File: src/rtl/if_fetch_unit_pkg.sv
// -----------------------------------------------------------------------------
// if_fetch_unit_pkg
// Shared types and constants for the MIPS instruction fetch stage: address and
// instruction word types, reset PC, sequential step, chip-enable encodings,
// the fetch FSM state encoding and word-alignment helpers.
// -----------------------------------------------------------------------------
package if_fetch_unit_pkg;

    typedef logic [31:0] inst_addr_t;
    typedef logic [31:0] inst_t;

    localparam inst_addr_t IF_RESET_PC  = 32'h0000_0000;
    localparam inst_addr_t IF_PC_STEP   = 32'd4;
    localparam inst_t      ZERO_WORD    = 32'h0000_0000;
    localparam logic       CHIP_ENABLE  = 1'b1;
    localparam logic       CHIP_DISABLE = 1'b0;

    typedef enum logic [1:0] {
        S_RESET = 2'd0,
        S_FETCH = 2'd1,
        S_STALL = 2'd2
    } if_state_e;

    // Instructions are word aligned; the low two address bits are dropped.
    function automatic inst_addr_t align_word(input inst_addr_t addr);
        return {addr[31:2], 2'b00};
    endfunction

    function automatic logic is_misaligned(input inst_addr_t addr);
        return addr[1:0] != 2'b00;
    endfunction

endpackage

File: src/rtl/if_fetch_unit_if.sv
// -----------------------------------------------------------------------------
// if_fetch_unit_if
// Bundle of the fetch stage's control inputs, ROM port and IF/ID outputs.
//   master : the fetch unit (drives ce/pc, IF/ID outputs, misalign, count)
//   slave  : the surrounding pipeline and ROM (drives stall, branch, flush,
//            new_pc and the ROM instruction word)
// -----------------------------------------------------------------------------
interface if_fetch_unit_if;
    import if_fetch_unit_pkg::*;

    logic       stall;
    logic       branch_flag;
    inst_addr_t branch_target;
    logic       flush;
    inst_addr_t new_pc;
    inst_t      inst;
    logic       ce;
    inst_addr_t pc;
    inst_addr_t id_pc;
    inst_t      id_inst;
    logic       id_valid;
    logic       misalign;
    logic [31:0] fetch_count;

    modport master (
        input  stall, branch_flag, branch_target, flush, new_pc, inst,
        output ce, pc, id_pc, id_inst, id_valid, misalign, fetch_count
    );

    modport slave (
        output stall, branch_flag, branch_target, flush, new_pc, inst,
        input  ce, pc, id_pc, id_inst, id_valid, misalign, fetch_count
    );

endinterface

File: src/rtl/if_fetch_unit_if_id_reg.sv
// -----------------------------------------------------------------------------
// if_id_reg
// IF/ID pipeline register. Holds when neither load nor flush is asserted;
// flush turns the slot into a bubble (zero instruction, valid low).
//   clk, rst  : clock, synchronous active-low reset
//   load      : capture pc/inst as a valid instruction
//   flush     : insert a bubble (wins over load)
//   pc, inst  : fetch address and ROM word being captured
//   id_pc, id_inst, id_valid : register outputs toward ID
// -----------------------------------------------------------------------------
module if_id_reg
    import if_fetch_unit_pkg::*;
(
    input  logic       clk,
    input  logic       rst,
    input  logic       load,
    input  logic       flush,
    input  inst_addr_t pc,
    input  inst_t      inst,
    output inst_addr_t id_pc,
    output inst_t      id_inst,
    output logic       id_valid
);

    // NOTE: state registers use non-blocking assignments so every flop samples
    // pre-edge values regardless of process ordering.
    always_ff @(posedge clk) begin
        if (!rst) begin
            id_pc    <= '0;
            id_inst  <= ZERO_WORD;
            id_valid <= 1'b0;
        end else if (flush) begin
            id_inst  <= ZERO_WORD;
            id_valid <= 1'b0;
        end else if (load) begin
            id_pc    <= pc;
            id_inst  <= inst;
            id_valid <= 1'b1;
        end
    end

endmodule

File: src/rtl/if_fetch_unit.sv
// -----------------------------------------------------------------------------
// if_fetch_unit
// Instruction fetch stage: registered PC and ROM chip enable, IF/ID capture,
// stall hold, branch redirect with delay slot, pending branch across a stall,
// exception flush, misaligned-target pulse and delivered-instruction count.
//   clk, rst : clock, synchronous active-low reset
//   bus      : if_fetch_unit_if.master (control in, ROM port, IF/ID out)
// Parameters: RESET_PC fetch address after reset; COUNT_INIT reset value of
// the delivered-instruction counter.
// -----------------------------------------------------------------------------
module if_fetch_unit
    import if_fetch_unit_pkg::*;
#(
    parameter inst_addr_t  RESET_PC   = IF_RESET_PC,
    parameter logic [31:0] COUNT_INIT = 32'h0000_0000
) (
    input  logic clk,
    input  logic rst,
    if_fetch_unit_if.master bus
);

    if_state_e   state_q, state_d;
    inst_addr_t  pc_q, pc_d;
    logic        ce_q, ce_d;
    logic        pend_valid_q, pend_valid_d;
    inst_addr_t  pend_target_q, pend_target_d;
    logic        misalign_q, misalign_d;
    logic [31:0] count_q, count_d;
    logic        id_load, id_flush;
    logic        redirect_en;
    inst_addr_t  redirect_pc;

    always_comb begin
        // NOTE: every combinational output gets a default first so no path
        // leaves it unassigned and infers a latch.
        state_d       = state_q;
        pc_d          = pc_q;
        ce_d          = ce_q;
        pend_valid_d  = pend_valid_q;
        pend_target_d = pend_target_q;
        misalign_d    = 1'b0;
        count_d       = count_q;
        id_load       = 1'b0;
        id_flush      = 1'b0;
        redirect_en   = 1'b0;
        redirect_pc   = pc_q;

        case (state_q)
            S_RESET: begin
                // One settling cycle with the ROM disabled, PC already at RESET_PC.
                state_d = S_FETCH;
                ce_d    = CHIP_ENABLE;
            end
            S_FETCH, S_STALL: begin
                if (bus.flush) begin
                    // Flush beats stall and branch; the IF/ID slot becomes a bubble.
                    id_flush     = 1'b1;
                    pend_valid_d = 1'b0;
                    state_d      = S_FETCH;
                    redirect_en  = 1'b1;
                    redirect_pc  = bus.new_pc;
                end else if (bus.stall) begin
                    state_d = S_STALL;
                    if (bus.branch_flag) begin
                        pend_valid_d  = 1'b1;
                        pend_target_d = bus.branch_target;
                    end
                end else begin
                    // The word in IF now is the delay slot of any branch seen this
                    // cycle, so it is always delivered before the redirect.
                    id_load      = 1'b1;
                    count_d      = count_q + 32'd1;
                    state_d      = S_FETCH;
                    pend_valid_d = 1'b0;
                    if (bus.branch_flag) begin
                        redirect_en = 1'b1;
                        redirect_pc = bus.branch_target;
                    end else if (pend_valid_q) begin
                        redirect_en = 1'b1;
                        redirect_pc = pend_target_q;
                    end else begin
                        pc_d = pc_q + IF_PC_STEP;
                    end
                end
            end
            default: begin
                state_d = S_RESET;
                ce_d    = CHIP_DISABLE;
            end
        endcase

        if (redirect_en) begin
            pc_d       = align_word(redirect_pc);
            misalign_d = is_misaligned(redirect_pc);
        end
    end

    always_ff @(posedge clk) begin
        if (!rst) begin
            state_q       <= S_RESET;
            pc_q          <= RESET_PC;
            ce_q          <= CHIP_DISABLE;
            pend_valid_q  <= 1'b0;
            pend_target_q <= '0;
            misalign_q    <= 1'b0;
            count_q       <= COUNT_INIT;
        end else begin
            state_q       <= state_d;
            pc_q          <= pc_d;
            ce_q          <= ce_d;
            pend_valid_q  <= pend_valid_d;
            pend_target_q <= pend_target_d;
            misalign_q    <= misalign_d;
            count_q       <= count_d;
        end
    end

    if_id_reg u_if_id_reg (
        .clk      (clk),
        .rst      (rst),
        .load     (id_load),
        .flush    (id_flush),
        .pc       (pc_q),
        .inst     (bus.inst),
        .id_pc    (bus.id_pc),
        .id_inst  (bus.id_inst),
        .id_valid (bus.id_valid)
    );

    assign bus.ce          = ce_q;
    assign bus.pc          = pc_q;
    assign bus.misalign    = misalign_q;
    assign bus.fetch_count = count_q;

endmodule

File: src/flat_wrapper.sv
// flat-port wrapper written by rule: the top's interface ports become plain ports
module if_fetch_unit_flat import if_fetch_unit_pkg::*;
#(
    parameter inst_addr_t  RESET_PC   = IF_RESET_PC,
    parameter logic [31:0] COUNT_INIT = 32'h0000_0000
)
  (clk, rst, bus_stall, bus_branch_flag, bus_branch_target, bus_flush, bus_new_pc, bus_inst, bus_ce, bus_pc, bus_id_pc, bus_id_inst, bus_id_valid, bus_misalign, bus_fetch_count);
  if_fetch_unit_if bus_i ();
  input  logic clk;
  input  logic rst;
  input wire logic [$bits(bus_i.stall)-1:0] bus_stall;
  input wire logic [$bits(bus_i.branch_flag)-1:0] bus_branch_flag;
  input wire logic [$bits(bus_i.branch_target)-1:0] bus_branch_target;
  input wire logic [$bits(bus_i.flush)-1:0] bus_flush;
  input wire logic [$bits(bus_i.new_pc)-1:0] bus_new_pc;
  input wire logic [$bits(bus_i.inst)-1:0] bus_inst;
  output wire logic [$bits(bus_i.ce)-1:0] bus_ce;
  output wire logic [$bits(bus_i.pc)-1:0] bus_pc;
  output wire logic [$bits(bus_i.id_pc)-1:0] bus_id_pc;
  output wire logic [$bits(bus_i.id_inst)-1:0] bus_id_inst;
  output wire logic [$bits(bus_i.id_valid)-1:0] bus_id_valid;
  output wire logic [$bits(bus_i.misalign)-1:0] bus_misalign;
  output wire logic [$bits(bus_i.fetch_count)-1:0] bus_fetch_count;
  assign bus_i.stall = bus_stall;
  assign bus_i.branch_flag = bus_branch_flag;
  assign bus_i.branch_target = bus_branch_target;
  assign bus_i.flush = bus_flush;
  assign bus_i.new_pc = bus_new_pc;
  assign bus_i.inst = bus_inst;
  assign bus_ce = bus_i.ce;
  assign bus_pc = bus_i.pc;
  assign bus_id_pc = bus_i.id_pc;
  assign bus_id_inst = bus_i.id_inst;
  assign bus_id_valid = bus_i.id_valid;
  assign bus_misalign = bus_i.misalign;
  assign bus_fetch_count = bus_i.fetch_count;
  if_fetch_unit #(.RESET_PC(RESET_PC), .COUNT_INIT(COUNT_INIT)) u_core (.clk(clk), .rst(rst), .bus(bus_i));
endmodule
File: config.mk
export PLATFORM = sky130hd
export DESIGN_NAME = if_fetch_unit_flat
export DESIGN_NICKNAME = d
export VERILOG_FILES = /design/src/rtl/if_fetch_unit_pkg.sv /design/src/rtl/if_fetch_unit_if.sv /design/src/rtl/if_fetch_unit_if_id_reg.sv /design/src/rtl/if_fetch_unit.sv /design/src/flat_wrapper.sv
export SDC_FILE = /design/constraint.sdc
export NUM_CORES = 1
export LEC_CHECK = 0
export ABC_AREA = 1
export ABC_CLOCK_PERIOD_IN_PS = 2100
export CORE_MARGIN = 10
export CORE_UTILIZATION = 46
export CTS_CLUSTER_SIZE = 40
export DETAILED_ROUTE_END_ITERATION = 12
export HOLD_SLACK_MARGIN = 0.08
export PLACE_DENSITY = 0.78
export SKIP_CTS_REPAIR_TIMING = 1
export SLEW_MARGIN = 0
export SYNTH_ARGS = -nofsm -noshare
export SYNTH_HDL_FRONTEND = slang
export SYNTH_SLANG_ARGS = --single-unit
File: constraint.sdc
create_clock -name clk -period 2.1 [get_ports clk]
set_clock_uncertainty 0.05 [all_clocks]
set_input_delay 0.42 -clock clk [delete_from_list [all_inputs] [get_ports clk]]
set_output_delay 0.42 -clock clk [all_outputs]
set_load 0.02 [all_outputs]
==> metrics list, run 1 <==
- During placement, the flow inserted port buffers numbering 227.
- For this run, the leading register cell type out of synthesis is sky130_fd_sc_hd__dfxtp_1.
- The path class of the tightest hold or removal check is input port to flop.
* Number of global-route vias before repair: 8349
- Most Used Layer, Global Route: met2
- A synthesized cell averages 6.64 µm².
- The worst setup path is captured at an output port.
* First-pass GRT wire length: 42700 µm
* Average wire length per cell after detail routing: 16.3 µm
- Min Clock Period, post-route: 2.07 ns
* Top area cells in the synthesized netlist: sky130_fd_sc_hd__dfxtp_1 (41%), sky130_fd_sc_hd__nand2_1 (16%), sky130_fd_sc_hd__a21oi_1 (8.4%), sky130_fd_sc_hd__nor2_1 (6.8%), sky130_fd_sc_hd__o21ai_0 (5.9%)
* Number of synthesized register bits: 162
- On the worst path, the slowest cell contributes a delay of 0.68 ns.
- The hold violation total from the final report came to 0.
* Post-place setup slack: -0.123 ns
- In this run the static leakage power is 4.23 nW.
* Effective utilization at floorplan: 47.4%
- CP bufs+invs: 1
* Worst path cell trace: clkdlybuf4s50_1
- The later pin in the worst-skew pair is clocked with a latency of 0.42 ns.
- The share of synthesized area in the top cell type comes to 41.0%.
* Fraction of met3 tracks used by global routing: 5.94%
* Final-report max-slew violation count: 0
* Startpoint type of the worst setup path: flop
- CTS tree: yes
* Most common cell in the netlist: sky130_fd_sc_hd__nand2_1
- Share of synthesized area occupied by flip-flops and latches: 41.0%
- The initial antenna violation count is 1.
- For flop-to-flop paths, the worst setup slack is 0.16 ns.
* Largest area contributor in the synthesized netlist: sky130_fd_sc_hd__dfxtp_1
- Based on the critical path, the design can be clocked at up to 483 MHz.
- Core region area: 16700 µm²
* Peak supply drop: 0.519 mV
- DIE HEIGHT: 151 µm
* Floorplan row count: 47
* Cell type of the slowest stage on the worst timing path: sky130_fd_sc_hd__clkdlybuf4s50_1
* Top-Level Pins: 232
- After layout, the worst path uses 98.6% of the clock period.
- Drt drc: 0
- Proportion of synthesized flip-flops having asynchronous set or reset: 0%
* Clock Sinks: 162
- GR Util met1: 28.4%
- Clk root buf: sky130_fd_sc_hd__clkbuf_16
- Status: finished clean
* Synth Instances: 1192
- Entering global routing, the biggest net connects 52 pins.
- Required time reported for the critical path endpoint: 1.63 ns
- Fraction of final layout cells sized beyond drive strength 1: 8.64%
- From synthesis to final layout, the design area changed by 43.6%.
- Die Wd: 151 µm
- First-iteration detailed-routing DRC count: 586
- Top cell family by delay on the critical path: buffers and inverters
- Global routing finished with a remaining overflow of 0.
- Critical Path AT: 1.60 ns
- Met2 Use GR: 38.7%
- For this design the ratio of total power to cell area is 676 nW/µm².
* Headroom to the max-slew limit: 65.7%
- Along the worst path, the maximum fanout reaches 6.
* Gr usage total: 23.3%
* Clock buffers created by TritonCTS: 17
- CTS built an H-tree with a depth of 4.
- The setup path with the least slack is of type flop to output port.
- Unrepaired setup endpoints after global routing: false
- Total standard cell area after synthesis: 7910 µm²
* Final weighted congestion of routability-driven global placement: 0.935
* Post-synth EDFFs: 0
- At the pin with the least slew margin, the transition time is 0.515 ns.
- During synthesis, Yosys emitted a total of 0 warnings.
- The detail route stage leaves a number of antenna-violating nets equal to 0.
- Ant. Diodes: 0
* Setup violations, final: 0
- Vias: 8704
* Minimum hold slack: 0.359 ns
- Vias per cell: 5.19
* Total Nets Final: 1550
- Number of library cell types mapped by synthesis: 39
- Area of the die: 22900 µm²
- Across all setup checks in the final design, the least slack found is 0.0290 ns.
- Final routed wirelength across all metal layers: 27300 µm
- Clock-pin slew was measured on the worst setup and hold paths at 0.07 ns.
* Top post-synthesis cells by count: sky130_fd_sc_hd__nand2_1 (339), sky130_fd_sc_hd__dfxtp_1 (162), sky130_fd_sc_hd__nor2_1 (144)
* 1st-pass router iterations: 5
- The wire-length estimate of the detail-placed layout is 21100 µm.
- Number of max-capacitance violations reported: 0
- Maximum buffer depth of the clock tree: 2
-- layout by cell type, fill, tap and decap left out, types with 12 or more instances in the layout --
cell type and instances:
sky130_fd_sc_hd__o211ai_1 12, sky130_fd_sc_hd__o21ai_0 94, sky130_fd_sc_hd__buf_4 57, sky130_fd_sc_hd__a21oi_1 133, sky130_fd_sc_hd__clkdlybuf4s50_1 222, sky130_fd_sc_hd__clkbuf_16 17, sky130_fd_sc_hd__nand2_1 339, sky130_fd_sc_hd__inv_1 93
sky130_fd_sc_hd__nand3_1 47, sky130_fd_sc_hd__dfxtp_1 161, sky130_fd_sc_hd__a211oi_1 12, sky130_fd_sc_hd__nor2_1 144
-- routing by layer --
metal	part of all wire, %	vias up
li1	-	4377
met1	42	3922
met2	47	358
met3	9.1	45
met4	2.5	2
met5	0.048	-
-- path summary, 6_finish.rpt --
check                             endpoint  cells past startpoint               startpoint
setup reg to reg         u_core.bus.pc[22]                     10         u_core.bus.pc[2]
setup / recovery                bus_pc[13]                      1        u_core.bus.pc[13]
hold reg to reg    u_core.pend_target_q[7]                      2  u_core.pend_target_q[7]
hold / removal    u_core.pend_target_q[23]                      3                      rst
-- sequential cells by signal, summed over array words and instances (netlist names) --
name / count
u_core.u_if_id_reg.id_inst: 32
u_core.u_if_id_reg.id_valid: 1
u_core.u_if_id_reg.id_pc: 30
u_core.bus.fetch_count: 32
u_core.pend_target_q: 32
u_core.bus.pc: 30
u_core.bus.misalign: 1
u_core.bus.ce: 1
u_core.state_q: 2
u_core.pend_valid_q: 1
-- report_power, final --
group / internal (W) / switching [W] / leakage, nW / total (W)
logic: 0.000601 / 0.000697 / 2.64 / 0.00130
clock network: 0.00167 / 0.00138 / 0.279 / 0.00306
registers: 0.00320 / 0.000127 / 1.32 / 0.00333
-- logic make-up after synthesis --
group | count (synthesis) | synth area share (%)
flip-flops | 162 | 41.0
other | 1 | 0.0474
adder cells (fa/ha/maj) | 4 | 0.632
XOR/XNOR | 12 | 1.33
AO/OA/AOI/OAI | 275 | 18.7
buffers and inverters | 161 | 8.27
AND/OR/NAND/NOR | 577 | 30.1
-- area by class of cell --
class,instances,area (µm²)
inverter,101,379
multi-input combinational,872,4040
sequential,162,3240
clock buffer,18,429
clock inverter,14,145
fill,1476,5340
timing repair buffer,291,2850
tap,220,275
-- metrics by stage --
stage                     setup TNS (ns)  total power (W)  utilization [%]  instances  cell area, µm²
after detailed placement           -3.10          0.00469             64.5       1646           10800
after CTS                        -0.0232          0.00773             67.9       1678           11300
after floorplan                        0          0.00398                -       1195            7930
after global placement             -1.39          0.00467             64.5       1646           10800
after global routing                   0          0.00798             68.0       1678           11400
final                                  0          0.00768             68.0       1678           11400
Power figures use the tool's default switching activity.
==> run 2: changes to the inputs <==
--- a/config.mk
+++ b/config.mk
@@ -13,6 +13,7 @@
 export DETAILED_ROUTE_END_ITERATION = 12
 export HOLD_SLACK_MARGIN = 0.08
 export PLACE_DENSITY = 0.78
+export REMOVE_ABC_BUFFERS = 1
 export SKIP_CTS_REPAIR_TIMING = 1
 export SLEW_MARGIN = 0
 export SYNTH_ARGS = -nofsm -noshare
==> metrics list, run 2 (synthesized netlist as in run 1, its figures left out) <==
- Status: finished clean
* Vias: 8785 (+0.93%)
- The total negative slack for setup checks was 0 ns (unchanged).
* Design Power: 0.00784 W (+2.0%)
* Post-place setup slack: -0.152 ns (-0.0296 ns)
* Most used cells in the layout excluding fill and tap cells: sky130_fd_sc_hd__nand2_1 (339), sky130_fd_sc_hd__clkdlybuf4s50_1 (222), sky130_fd_sc_hd__dfxtp_1 (162)
- Gr usage total: 23.0% (-0.36 points)
- The weighted congestion at the end of routability-driven global placement came to 0.939 (+0.46%).
- The height of the die came to 151 µm (unchanged).
- The per-cell via count in the routed design is 5.21 (+0.51%).
- The starting density of the core came to 47.4% (unchanged).
- The DRC marker count from the first detailed-route iteration was 475 (-19%).
- Worst-path fanout max: 6 (unchanged)
- The time the worst path needs with I/O delays and setup is 2.05 ns (-0.0174 ns).
- CTS tree: yes
* Largest stage delay, worst path: 0.68 ns (about the same)
* Cell type of the slowest stage on the worst timing path: sky130_fd_sc_hd__clkdlybuf4s50_1
- The internal power of the cells was 0.00570 W (+4.0%).
* Number of buffer cells added on primary ports: 227 (unchanged)
- The library cell used most frequently in the layout, excluding fill and tap cells, is sky130_fd_sc_hd__nand2_1.
* Detailed placement HPWL: 20600 µm (-2.1%)
- Setup violations, final: 0 (unchanged)
* Clock Power Share: 40.9% (+1.1 points)
- The wire length of the first global-routing pass is 42200 µm (-1.1%).
- The count of filler cells inserted in the layout came to 1476 (unchanged).
* Top-Level Pins: 232 (unchanged)
- PD cells: 684 nW/µm² (+1.2%)
- The standard cell core area was 16700 µm² (unchanged).
* Timing-limited maximum frequency: 487 MHz (+0.85%)
- Die Wd: 151 µm (unchanged)
- Psw: 0.00214 W (-3.1%)
* Largest net degree at the start of global routing: 45 (-13%)
* Classification of the worst-slack hold path: input port to flop
* Final Worst Setup Slack: 0.0464 ns (+0.0174 ns)
- The number of iterations in the first detailed-routing pass was 5 (unchanged).
- The clock latency reported for the late side of the worst-skew pair was 0.43 ns (about the same).
- The count of antenna-violating nets left after detailed routing came to 0 (unchanged).
- Reported leakage power: 4.28 nW (+1.0%)
- Clock Sinks: 162 (unchanged)
* Fin. Hold Viols: 0 (unchanged)
- Worst R2R Setup Slack: 0.13 ns (-0.03 ns)
- The critical path data required time is 1.63 ns (about the same).
* Gr ovfl total: 0 (unchanged)
- The data arrival time of the worst path is 1.58 ns (-0.02 ns).
- CP bufs+invs: 1 (unchanged)
- Drt drc: 0 (unchanged)
* Startpoint type of the worst setup path: flop
- The number of placement rows was 47 (unchanged).
- Unrepaired setup endpoints after global routing: true
* Total Nets Final: 1557 (+0.45%)
- Clock-pin transition on the worst setup and hold timing paths: 0.06 ns (about the same)
- The cell sitting at the root of the clock tree is a sky130_fd_sc_hd__clkbuf_16.
- The final core area utilization was 68.5% (+0.52 points).
- The count of inserted antenna diode cells is 0 (unchanged).
* Fin crit share: 97.8% (-0.83 points)
- The sequential share of power came to 42.4% (-0.9 points).
* Proportion of power drawn by combinational gates: 16.7% (-0.2 points)
* Average wire length per cell after detail routing: 16.0 µm (-1.5%)
- Maximum buffer depth of the clock tree: 2 (unchanged)
- The critical path in this run is classified as flop to output port.
- The total detailed-routing wirelength is 27000 µm (-1.1%).
- The number of buffers added by the clock tree synthesis step is 17 (unchanged).
- Top cell family by delay on the critical path: buffers and inverters
- Final-report max-slew violation count: 0 (unchanged)
- Area of the die: 22900 µm² (unchanged)
- Number of max-capacitance violations reported: 0 (unchanged)
- Area growth, synth to finish: 44.7%
- Worst path cell trace: clkdlybuf4s50_1
- The peak supply drop is 0.578 mV (+11%).
- Number of global-route vias before repair: 8432 (+0.99%)
- Worst Setup End Kind: output port
- The worst slack on hold paths was 0.294 ns (-0.0645 ns).
- The share of post-route cells with drive strength above 1 is 9.15% (+0.50 points).
- The share of total power consumed by net switching is 27.3% (-1.4 points).
* Antenna violations before repair: 0 (-1)
* CTS H-tree depth: 4 (unchanged)
run 2: cell types whose count changed in the layout (fill, tap and decap cells not counted), sizes merged:
cell | previous run | this run
buf | 65 | 72
bufinv | 1 | 3
clkinvlp | 1 | 2
inv | 108 | 105
run 2: stage by stage:
step / area [µm²] / instances
3_3_place_gp: 10800 / 1653
2_1_floorplan: 7650 / 1135
5_1_grt: 11400 / 1685
3_5_place_dp: 10800 / 1653
6_report: 11400 / 1685
4_1_cts: 11400 / 1685
run 2: tightest hold or removal path: cells and delay by family:
family                 cells  cell delay (ns)
buffers and inverters      1             0.17
AOI/OAI and AO/OA          2             0.13
run 2: power groups by stage:
stage	combinational (W)	sequential, W	clock, W
after floorplan	0.000420	0.00350	0
after global placement	0.00129	0.00338	0
after detailed placement	0.00130	0.00339	0
after CTS	0.00131	0.00332	0.00324
after global routing	0.00142	0.00334	0.00338
final	0.00131	0.00332	0.00321
run 2: worst paths after layout:
check | startpoint | depth (start not counted) | endpoint
setup / recovery | u_core.bus.pc[22] | 1 | bus_pc[22]
hold / removal | rst | 3 | u_core.u_if_id_reg.id_pc[21]
setup reg to reg | u_core.state_q[0] | 8 | u_core.bus.pc[12]
hold reg to reg | u_core.pend_target_q[7] | 2 | u_core.pend_target_q[7]
run 2: layout make-up:
class | count | area [µm²] | share of cell area [%]
clock inverter | 14 | 176 | 1.54
tap | 220 | 275 | 2.40
inverter | 101 | 379 | 3.31
timing repair buffer | 298 | 2900 | 25.3
multi-input combinational | 872 | 4040 | 35.3
clock buffer | 18 | 429 | 3.75
sequential | 162 | 3240 | 28.3
run 2: per-layer routing:
layer / vias up / GRT usage, % / wire length, µm
met5: - / 0 / 0
met4: 0 / 6.93 / 501
met3: 37 / 8.03 / 2910
met2: 355 / 37.9 / 12700
met1: 4000 / 27.6 / 10900
li1: 4393 / - / -
